File: config.mk
export PLATFORM = sky130hd
export DESIGN_NAME = seg_letter_encoder
export DESIGN_NICKNAME = d
export VERILOG_FILES = /design/src/rtl/seg_letters_pkg.sv /design/src/rtl/seg_pattern_lookup.sv /design/src/rtl/seg_letter_encoder.sv
export SDC_FILE = /design/constraint.sdc
export NUM_CORES = 1
export LEC_CHECK = 0
export CAP_MARGIN = 40
export CORE_MARGIN = 10
export CORE_UTILIZATION = 35
export DETAILED_ROUTE_END_ITERATION = 16
export GPL_TIMING_DRIVEN = 0
export PLACE_DENSITY = 0.63
export SLEW_MARGIN = 30
export SYNTH_ARGS = -nofsm -noshare
export SYNTH_HDL_FRONTEND = slang
export SYNTH_SLANG_ARGS = --single-unit
export TNS_END_PERCENT = 100
File: constraint.sdc
create_clock -name clk -period 1.95 [get_ports clk]
set_input_delay 0.39 -clock clk [delete_from_list [all_inputs] [get_ports clk]]
set_output_delay 0.39 -clock clk [all_outputs]
set_load 0.01 [all_outputs]
File: src/rtl/seg_letters_pkg.sv
// seg_letters_pkg: segment pattern constants, word geometry and encoder states
package seg_letters_pkg;
  localparam int LETTER_W     = 3;
  localparam int WORD_LETTERS = 4;
  localparam logic [6:0] SEG_P0    = 7'b0000010;
  localparam logic [6:0] SEG_P1    = 7'b1100000;
  localparam logic [6:0] SEG_P2    = 7'b0110001;
  localparam logic [6:0] SEG_P3    = 7'b1000010;
  localparam logic [6:0] SEG_P4    = 7'b0010000;
  localparam logic [6:0] SEG_P5    = 7'b0111000;
  localparam logic [6:0] SEG_P6    = 7'b0000100;
  localparam logic [6:0] SEG_P7    = 7'b1101000;
  localparam logic [6:0] SEG_BLANK = 7'b1111111;
  typedef enum logic {COLLECT, EMIT} enc_state_t;
endpackage

File: src/rtl/seg_pattern_lookup.sv
// seg_pattern_lookup: active-low 7-segment pattern to 3-bit letter code, hit=0 when unrecognized
module seg_pattern_lookup
  import seg_letters_pkg::*;
(
  input  logic [6:0]          seg,
  output logic [LETTER_W-1:0] code,
  output logic                hit
);
  // decode table; unknown patterns (blank included) give code 0 with hit low
  always_comb begin
    code = '0;
    hit  = 1'b1;
    case (seg)
      SEG_P0:  code = 3'd0;
      SEG_P1:  code = 3'd1;
      SEG_P2:  code = 3'd2;
      SEG_P3:  code = 3'd3;
      SEG_P4:  code = 3'd4;
      SEG_P5:  code = 3'd5;
      SEG_P6:  code = 3'd6;
      SEG_P7:  code = 3'd7;
      default: hit = 1'b0;
    endcase
  end
endmodule

File: src/rtl/seg_letter_encoder.sv
// seg_letter_encoder: assembles up to four decoded segment letters into a word; SEG_ERR_COUNT_EN adds err_count
module seg_letter_encoder
  import seg_letters_pkg::*;
(
  input  logic        clk,
  input  logic        rst_n,
  input  logic        in_valid,
  output logic        in_ready,
  input  logic [6:0]  in_seg,
  input  logic        in_last,
  output logic        word_valid,
  input  logic        word_ready,
  output logic [11:0] word_codes,
  output logic [2:0]  word_len,
  output logic        word_err
`ifdef SEG_ERR_COUNT_EN
  , output logic [7:0] err_count
`endif
);
  enc_state_t state_q, state_d;
  logic [1:0] idx_q, idx_d;
  logic [11:0] slots_q, slots_d;
  logic [2:0] len_q, len_d;
  logic err_q, err_d;
  logic alive_q;
  logic [LETTER_W-1:0] code;
  logic hit, acc;
  seg_pattern_lookup u_lookup (.seg(in_seg), .code(code), .hit(hit));
  assign in_ready   = alive_q && (state_q == COLLECT);
  assign word_valid = (state_q == EMIT);
  assign acc        = in_valid && in_ready;
  assign word_codes = slots_q;
  assign word_len   = len_q;
  assign word_err   = err_q;
  // store accepted letters, finish the word on in_last or the fourth letter, clear on handshake
  always_comb begin
    state_d = state_q;
    idx_d   = idx_q;
    slots_d = slots_q;
    len_d   = len_q;
    err_d   = err_q;
    if (acc) begin
      slots_d[LETTER_W*idx_q +: LETTER_W] = code;
      idx_d = idx_q + 2'd1;
      err_d = err_q | ~hit;
      if (in_last || idx_q == 2'd3) begin
        state_d = EMIT;
        len_d   = {1'b0, idx_q} + 3'd1;
      end
    end else if (word_valid && word_ready) begin
      state_d = COLLECT;
      idx_d   = '0;
      slots_d = '0;
      len_d   = '0;
      err_d   = 1'b0;
    end
  end
  // state registers; alive_q holds in_ready low until the first edge after reset
  always_ff @(posedge clk or negedge rst_n) begin
    if (!rst_n) begin
      state_q <= COLLECT;
      idx_q   <= '0;
      slots_q <= '0;
      len_q   <= '0;
      err_q   <= 1'b0;
      alive_q <= 1'b0;
    end else begin
      state_q <= state_d;
      idx_q   <= idx_d;
      slots_q <= slots_d;
      len_q   <= len_d;
      err_q   <= err_d;
      alive_q <= 1'b1;
    end
  end
`ifdef SEG_ERR_COUNT_EN
  logic [7:0] cnt_q, cnt_d;
  assign err_count = cnt_q;
  // saturating count of accepted unrecognized patterns, cleared only by reset
  always_comb cnt_d = (acc && !hit && cnt_q != 8'hFF) ? cnt_q + 8'd1 : cnt_q;
  // error counter register
  always_ff @(posedge clk or negedge rst_n) begin
    if (!rst_n) cnt_q <= '0;
    else cnt_q <= cnt_d;
  end
`endif
endmodule

; ---- Word-level counts from Yosys, hierarchy flattened
; Index checks and enable logic that the tools add are counted.
[totals]
out_inout_bits = 18
elab_cells = 46
regBits = 20
input_bits = 12
[classes]
bitwise = 3
reduce_logical = 7
mul = 1
muxes = 14
add_sub_neg = 3
eq_ne = 10
shifts = 2
[ops]
columns = cell, n
row1 = $neg A4 Y34, 1
row2 = $shift A3 B34 Y12 const A, 1
row3 = $shiftx A3 B34 Y12, 1
row4 = $mux W12, 2
row5 = $eq A7 B7 Y1 const B, 3
row6 = $pmux W3 S7, 1
row7 = $eq A7 B6 Y1 const B, 2
row8 = $bwmux W12, 1
row9 = $mux W3, 3
row10 = $reduce_or A8 Y1, 1
row11 = $eq A7 B2 Y1 const B, 1
row12 = $eq A7 B3 Y1 const B, 1
row13 = $eq A7 B5 Y1 const B, 1
row14 = $mux W1, 5
row15 = $mul A2 B2 Y4 const A, 1
row16 = $mux W2, 2
row17 = $add A2 B1 Y3 const B, 1
row18 = $logic_and A1 B1 Y1, 3
row19 = $add A2 B1 Y2 const B, 1
row20 = $eq A2 B2 Y1 const B, 1
row21 = $ne A2 B1 Y1 const B, 1
row22 = $not A1 Y1, 2
row23 = $reduce_and A2 Y1, 1
row24 = $reduce_bool A2 Y1, 1
row25 = 2 further kinds, 2

; ---- Logic depth before layout (Yosys ltp)
; Gate-level depths: netlist (run 1).
[logic_depth]
word_depth = 6
ltp_mapped = 6

; ---- Modules after synthesis
; Synthesis (run 1) repeated with hierarchy kept, for this count alone.
[unflattened]
hier_cells = 117
hier_area_um2 = 1133.6
[modules_own_cells]
columns = mod, instances, cells_per_inst, area_each_um2
row1 = seg_letter_encoder, 1, 88, 939.7
row2 = seg_pattern_lookup, 1, 29, 193.9

; ---- Least setup slack after synthesis (run 1)
; OpenSTA, ideal clock, no wires.
[synth_path]
path_kind = register -> register
startpoint = reg idx_q[0]
endpoint = reg slots_q[9] (netlist: word_codes[9])
required_ps = 1828
path_slack_ps = 212
arrival_ps = 1616
stages_incl_launch_ff = 7
path_buffers = 1
synth_period_minus_slack_ps = 1738
setup_ps = 122
cell_sequence = dfrtp_1 > clkbuf_1 > inv_1 > ha_1 > inv_1 > and4_1 > a32o_1
[synth_between]
elab_chain_len = 5
[synth_rtl]
columns = element, line_no
row1 = from (decl), seg_letter_encoder.sv:21  ; logic [1:0] idx_q, idx_d;
row2 = from (signal assigned), seg_letter_encoder.sv:69  ; idx_q <= idx_d;
row3 = $mul A2 B2 Y4 *, seg_letter_encoder.sv:43  ; slots_d[LETTER_W*idx_q +: LETTER_W] = code;
row4 = $neg A4 Y34 *, seg_letter_encoder.sv:43
row5 = $shiftx A3 B34 Y12 / $shift A3 B34 Y12 (equally long branches), seg_letter_encoder.sv:43
row6 = $bwmux W12 *, seg_letter_encoder.sv:43
row7 = $mux W12 *, seg_letter_encoder.sv:42  ; if (acc) begin
row8 = to (signal assigned), seg_letter_encoder.sv:70  ; slots_q <= slots_d;
row9 = to (decl), seg_letter_encoder.sv:22  ; logic [11:0] slots_q, slots_d;
; Mark *: on every way between the ends. The rest lies on a longest branch, timed or not.
; A chain may end at the register's enable or synchronous reset.

; ---- Final worst setup path (run 1)
[layout_path]
startpoint = reg state_q (netlist: word_valid)
endpoint = out in_ready
[layout_between]
elab_chain_len = 2
[layout_rtl]
columns = element, line_no
row1 = from (decl), seg_letter_encoder.sv:20  ; enc_state_t state_q, state_d;
row2 = from (signal assigned), seg_letter_encoder.sv:68  ; state_q <= state_d;
row3 = $not A1 Y1, seg_letter_encoder.sv:29  ; assign in_ready = alive_q && (state_q == COLLECT);
row4 = $logic_and A1 B1 Y1, seg_letter_encoder.sv:29
row5 = to (decl), seg_letter_encoder.sv:8  ; output logic in_ready,
; No other way between the ends.

==> implementation parameters, run 1 <==
Parameter                              Value

Outcome
  Outcome ... complete, no violations

Layout
  Count of nets after finishing ... 157
  Area growth syn-to-layout ... 33.18%
  Core Util, Final ... 0.4826
  Number of antenna cells inserted ... 0
  Fraction of final layout cells with drive strength greater than 1 ... 0.1071
  Fillcell total ... 304

GRT
  Initial antenna violation count ... 0
  First-pass GRT wire length ... 4.802 mm
  Maximum number of pins on one net before global-route repair ... 14
  GRT Overall Usage ... 0.09818
  Grt ovf ... 0
  Vias in the first global route ... 984

Power and ir drop
  Power Density ... 782.4 nW/um^2
  Portion of total power attributed to sequential cells ... 0.457
  Standby leakage power ... 0.6013 nW
  Max VDD drop ... 0.4009 mV
  Net switching power of the design ... 395.3 uW
  Internal power component ... 748.1 uW
  Clock share of power ... 0.216
  Switching part of the total power ... 0.3457
  Combinational fraction of design power ... 0.327
  Total power consumption of the routed design ... 1.143 mW

Placed design
  Post-DP HPWL ... 2.195 mm
  Port Buffers ... 26
  RD Place Congestion ... 0.7826

Detailed routing
  Number of vias in the routed layout ... 952
  DRC viols ... 0
  Final routed wirelength across all metal layers ... 2.698 mm
  Detailed Route Iter0 Violations ... 77
  Wire per inst ... 14.66 um
  Number of search-and-repair iterations in the first detailed-routing pass ... 4
  DRT antenna net count ... 0
  Number of vias per cell ... 5.174

Floorplanning
  Y dimension of the die ... 75.99 um
  X dimension of the die ... 75.99 um
  Boundary Pins ... 30
  Starting Density ... 0.3624
  Core Region ... 3028 um^2
  Floorplan row count ... 20
  DIE AREA ... 5774 um^2

Clock tree
  Clock network latency to the later pin of the worst-skew pair ... 0.30 ns
  H-tree Lvls ... 1
  Post-CTS setup repair buffer count ... 0
  Clock slew at reported path FFs ... 0.12 ns
  Total CTS buffers ... 3
  CTS root buffer ... sky130_fd_sc_hd__clkbuf_4
  Sink Count ... 20
  Clock tree from TritonCTS ... yes
  Max Root-Sink Buffers ... 2

Yosys
  Post-synthesis cell type with the largest combined area ... sky130_fd_sc_hd__dfrtp_1
  Post-synthesis cell area ... 1097 um^2
  Sequential element share of the synthesized area ... 0.4561
  Seq cells post-synth ... 20
  Leading cell types by count after synthesis ... sky130_fd_sc_hd__dfrtp_1, sky130_fd_sc_hd__o21ai_0, sky130_fd_sc_hd__nand2_1, sky130_fd_sc_hd__inv_1
  Number of synthesized flops with an enable pin ... 0
  Dominant cell by count in the synthesized netlist ... sky130_fd_sc_hd__dfrtp_1
  Cells taking the most area after synthesis ... sky130_fd_sc_hd__dfrtp_1, sky130_fd_sc_hd__a32o_1, sky130_fd_sc_hd__ha_1
  Distinct cells, synth ... 36
  Area fraction of the dominant cell type after synthesis ... 0.4561
  Post-synthesis async set-or-reset flop share ... 1.000
  Syn Inst Count ... 110
  Primary FF master, synth ... sky130_fd_sc_hd__dfrtp_1
  Mean area per synthesized cell ... 9.975 um^2
  Mapped Nets ... 126
  Yosys Warn Count ... 0

STA
  Final Skew ... 0.002226 ns
  Slew of the pin with the lowest slew margin ... 0.4887 ns
  Shortest clock period the worst path allows after layout ... 1.823 ns
  Final slew viol count ... 0
  Highest attainable clock frequency ... 0.5485 GHz
  Unrepaired setup endpoints after global routing ... false
  Number of hold violations in the final report ... 0
  Endpoints failing setup ... 0
  Worst rel slew slack ... 0.6696
  Final worst path period share ... 0.9349

Worst setup path
  Crit path DAT ... 1.43 ns
  Type of the setup path with the least slack ... flop to output pin
  Slowest stage cell on the critical path ... sky130_fd_sc_hd__clkdlybuf4s50_1
  Critical Path Sink Type ... output pin
  Delay of the slowest cell on the worst path ... 0.55 ns
  CP Launch Type ... flop
  Worst endpoint required time ... 1.56 ns
  Critical path cell sequence ... nor2b_1 -> clkdlybuf4s50_1
  Maximum fanout count along the critical path ... 7

Run
  Max Cap Viol ... 0

Worst hold path
  Hold WC Path Type ... input pin to async pin
==> worst paths after layout <==
path                                from             to  slack [ns]  depth (start not counted)
min reg2reg                word_codes[8]  word_codes[8]        0.50                          2
min in group clk           word_codes[8]  word_codes[8]        0.50                          2
min                                rst_n    word_len[2]        0.36                          1
max                           word_valid       in_ready        0.13                          2
max in group asynchronous          rst_n       idx_q[0]        1.16                          2
max reg2reg                     idx_q[0]  word_codes[9]        0.26                          5
==> routing by layer <==
layer,share of wire,up-vias,GRT usage
met3,0.065,2,0.03302
li1,-,472,-
met2,0.46,25,0.1582
met1,0.47,453,0.1225
met4,0.0052,0,0.02273
met5,0,-,0
==> through the flow <==
step | hold slack, ns | setup TNS (ns) | instances | instance area [um^2] | setup slack (ns)
3_5_place_dp | 0.4736 | -0.4621 | 181 | 1428 | -0.1226
5_1_grt | 0.3781 | 0 | 184 | 1461 | 0.04376
6_report | 0.3616 | 0 | 184 | 1461 | 0.1269
4_1_cts | 0.3690 | 0 | 184 | 1460 | 0.1020
2_1_floorplan | 0.09441 | 0 | 110 | 1097 | 0.2123
3_3_place_gp | 0.4692 | -0.3235 | 180 | 1413 | -0.1191
==> what timing repair did <==
action	CTS	global route
hold buffers	0	0
gates resized for setup	0	1
setup endpoints to repair	1	5
pin swaps	0	0
==> layout by cell type (no fill, tap or decap), types with 3 or more instances in the layout <==
master                            count
sky130_fd_sc_hd__a21oi_1              4
sky130_fd_sc_hd__a22o_1               5
sky130_fd_sc_hd__a32o_1               6
sky130_fd_sc_hd__and4_1               3
sky130_fd_sc_hd__clkbuf_4             3
sky130_fd_sc_hd__clkdlybuf4s50_1     26
sky130_fd_sc_hd__dfrtp_1             19
sky130_fd_sc_hd__ha_1                 4
sky130_fd_sc_hd__inv_1                7
sky130_fd_sc_hd__nand2_1              8
sky130_fd_sc_hd__nand3_1              6
sky130_fd_sc_hd__nand4_1              3
sky130_fd_sc_hd__o21ai_0             10
==> cells by family (layout without fill, tap and decap cells) <==
| logic type | Yosys count | count (layout) | synth area share |
|---|---|---|---|
| other cells | 1 | 1 | 0.003417 |
| simple gates | 38 | 38 | 0.2064 |
| buf+inv | 12 | 42 | 0.05018 |
| compound gates | 33 | 33 | 0.2224 |
| fa+ha+maj | 4 | 4 | 0.04561 |
| xor+xnor | 2 | 2 | 0.01597 |
| flops | 20 | 20 | 0.4561 |
==> power by group through the flow <==
| stage | Clock [mW] | Sequential [mW] | Combinational [mW] |
|---|---|---|---|
| 2_1_floorplan | 0 | 0.523 | 0.213 |
| 3_3_place_gp | 0 | 0.511 | 0.385 |
| 4_1_cts | 0.257 | 0.522 | 0.378 |
| 3_5_place_dp | 0 | 0.513 | 0.393 |
| 5_1_grt | 0.275 | 0.536 | 0.421 |
| 6_report | 0.247 | 0.522 | 0.374 |
==> worst max-delay path, delay by kind of cell (launching register included) <==
kind | cells | cell delay [ns]
and+or+nand+nor | 1 | 0.13
buffers and inverters | 1 | 0.55
DFF | 1 | 0.45
==> state kept, by name, summed over array words and instances, names as in the netlist <==
| signal | flops |
|---|---|
| alive_q | 1 |
| idx_q | 2 |
| word_codes | 12 |
| word_err | 1 |
| word_len | 3 |
| word_valid | 1 |
==> cell type report <==
cell class                 instances  area, um^2  share of cell area
multi-input combinational         78       541.8              0.3707
timing repair buffer              27       275.3              0.1884
buffer                             4       25.02             0.01712
tap                               44       55.05             0.03767
inverter                           7       26.28             0.01798
sequential                        20       501.7              0.3433
clock buffer                       4       36.28             0.02483
(Power assumes the default switching activity.)
==> run 2, diff against run 1 <==
SKIP_CTS_REPAIR_TIMING = 1   (was default)
==> run 2 against run 1 <==
  * Register-to-register slack about the same
  * Critical endpoint unchanged
  * Maximum frequency about the same
  * Highest routed layer unchanged
  * Clock power about the same
  * Flip-flop and latch count unchanged
  * Wire length decreased by 0.11%
==> implementation parameters, run 2 (same netlist as run 1, synthesis figures left out) <==
Parameter                              Value

Detailed routing
  Number of vias per cell ... 5.185
  Met3 layer wire length in the routed design ... 176 um
  Number of vias in the routed layout ... 954
  Number of search-and-repair iterations in the first detailed-routing pass ... 4
  Highest metal layer with signal wires ... met4
  Final routed wirelength across all metal layers ... 2.695 mm
  Detailed Route Iter0 Violations ... 77
  Post-Route M1 WL ... 1.249 mm
  Detailed-routed wire length on met2 ... 1.255 mm
  Wire per inst ... 14.65 um
  DRT antenna net count ... 0
  DRC viols ... 0

Clock tree
  H-tree Lvls ... 1
  Clock network latency to the later pin of the worst-skew pair ... 0.30 ns
  Sink Count ... 20
  Total CTS buffers ... 3
  CTS root buffer ... sky130_fd_sc_hd__clkbuf_4
  Clock slew at reported path FFs ... 0.12 ns
  Clock tree from TritonCTS ... yes
  Max Root-Sink Buffers ... 2

Worst setup path
  Critical Path Sink Type ... output pin
  Delay of the slowest cell on the worst path ... 0.55 ns
  Maximum fanout count along the critical path ... 7
  CP Launch Type ... flop
  Slowest stage cell on the critical path ... sky130_fd_sc_hd__clkdlybuf4s50_1
  CP Buf/Inv Count ... 1
  Instance count on the critical path ... 2
  R2R cell count ... 5
  Critical path cell sequence ... nor2b_1 -> clkdlybuf4s50_1
  Worst endpoint required time ... 1.56 ns
  Kind of cell adding the most delay to the critical path ... buffers and inverters
  Type of the setup path with the least slack ... flop to output pin
  Crit path DAT ... 1.43 ns

STA
  Endpoints failing setup ... 0
  Highest attainable clock frequency ... 0.5485 GHz
  Hold slack final ... 0.3615 ns
  Final slew viol count ... 0
  Shortest clock period the worst path allows after layout ... 1.823 ns
  Post-route setup TNS ... 0 ns
  Slew of the pin with the lowest slew margin ... 0.4887 ns
  Final Skew ... 0.002240 ns
  Unrepaired setup endpoints after global routing ... false
  Worst rel slew slack ... 0.6696
  Final worst path period share ... 0.9349
  Number of hold violations in the final report ... 0

Layout
  Post-route non-filler standard cell count ... 184
  Count of nets after finishing ... 157
  Area growth syn-to-layout ... 33.18%
  Core Util, Final ... 0.4826
  Number of antenna cells inserted ... 0
  Top library cells by usage in the layout, fill and taps aside ... sky130_fd_sc_hd__clkdlybuf4s50_1, sky130_fd_sc_hd__dfrtp_1, sky130_fd_sc_hd__o21ai_0
  Fillcell total ... 304
  Fraction of final layout cells with drive strength greater than 1 ... 0.1071
  Flip-flop count of the largest register after layout ... 12
  Most common cell after layout, fill and taps aside ... sky130_fd_sc_hd__clkdlybuf4s50_1

Worst hold path
  Hold WC Path Type ... input pin to async pin

Placed design
  Post-DP HPWL ... 2.195 mm
  RD Place Congestion ... 0.7826
  Number of instances in the placed design ... 181
  Port Buffers ... 26

Outcome
  Outcome ... complete, no violations

GRT
  Grt ovf ... 0
  GRT Overall Usage ... 0.09818
  Maximum number of pins on one net before global-route repair ... 14
  Initial antenna violation count ... 0
  Vias in the first global route ... 987
  First-pass GRT wire length ... 4.802 mm

Run
  Max Cap Viol ... 0

Floorplanning
  Floorplan row count ... 20
  Y dimension of the die ... 75.99 um
  X dimension of the die ... 75.99 um
  Boundary Pins ... 30
  Starting Density ... 0.3624
  Core Region ... 3028 um^2
  DIE AREA ... 5774 um^2

Power and ir drop
  Standby leakage power ... 0.6013 nW
  Power Density ... 782.3 nW/um^2
  Max VDD drop ... 0.4009 mV
[run 2: path summary, 6_finish.rpt]
kind	end	start	slack, ns
worst min-delay path	word_len[2]	rst_n	0.36
worst max-delay path	in_ready	word_valid	0.13
worst min register to register	word_codes[8]	word_codes[8]	0.50
min in group clk	word_codes[8]	word_codes[8]	0.50
max in group asynchronous	idx_q[0]	rst_n	1.16
worst max register to register	word_codes[9]	idx_q[0]	0.26
[run 2: power breakdown]
group / switching (mW) / leakage [nW] / internal, mW
clock: 0.133 / 0.0210 / 0.114
sequential: 0.0551 / 0.267 / 0.467
combinational: 0.207 / 0.314 / 0.167
[run 2: worst reg2reg max path, delay by kind of cell (launching register included)]
| family | cells | cell delay, ns |
|---|---|---|
| AOI/OAI and AO/OA | 1 | 0.25 |
| adders and majority gates | 1 | 0.41 |
| buffers and inverters | 2 | 0.24 |
| DFF | 1 | 0.50 |
| and+or+nand+nor | 1 | 0.20 |
[run 2: cell type report]
class	count	area, um^2	share of cell area
Multi-Input combinational cell	78	541.8	0.3707
Tap cell	44	55.05	0.03767
Clock buffer	4	36.28	0.02483
Inverter	7	26.28	0.01798
Sequential cell	20	501.7	0.3433
Buffer	4	25.02	0.01712
Timing Repair Buffer	27	275.3	0.1884
[run 2: per-layer routing]
metal,vias up,GRT usage
met2,25,0.1590
li1,472,-
met4,0,0.02273
met1,455,0.1218
met5,-,0
met3,2,0.03302
[run 2: per-stage QoR]
| stage | power [mW] | cell area, um^2 | worst slack [ns] |
|---|---|---|---|
| 2_1_floorplan | 0.7357 | 1097 | 0.2123 |
| 3_3_place_gp | 0.8955 | 1413 | -0.1191 |
| 3_5_place_dp | 0.9064 | 1428 | -0.1226 |
| 4_1_cts | 1.161 | 1464 | -0.01804 |
| 5_1_grt | 1.232 | 1461 | 0.04376 |
| 6_report | 1.143 | 1461 | 0.1269 |
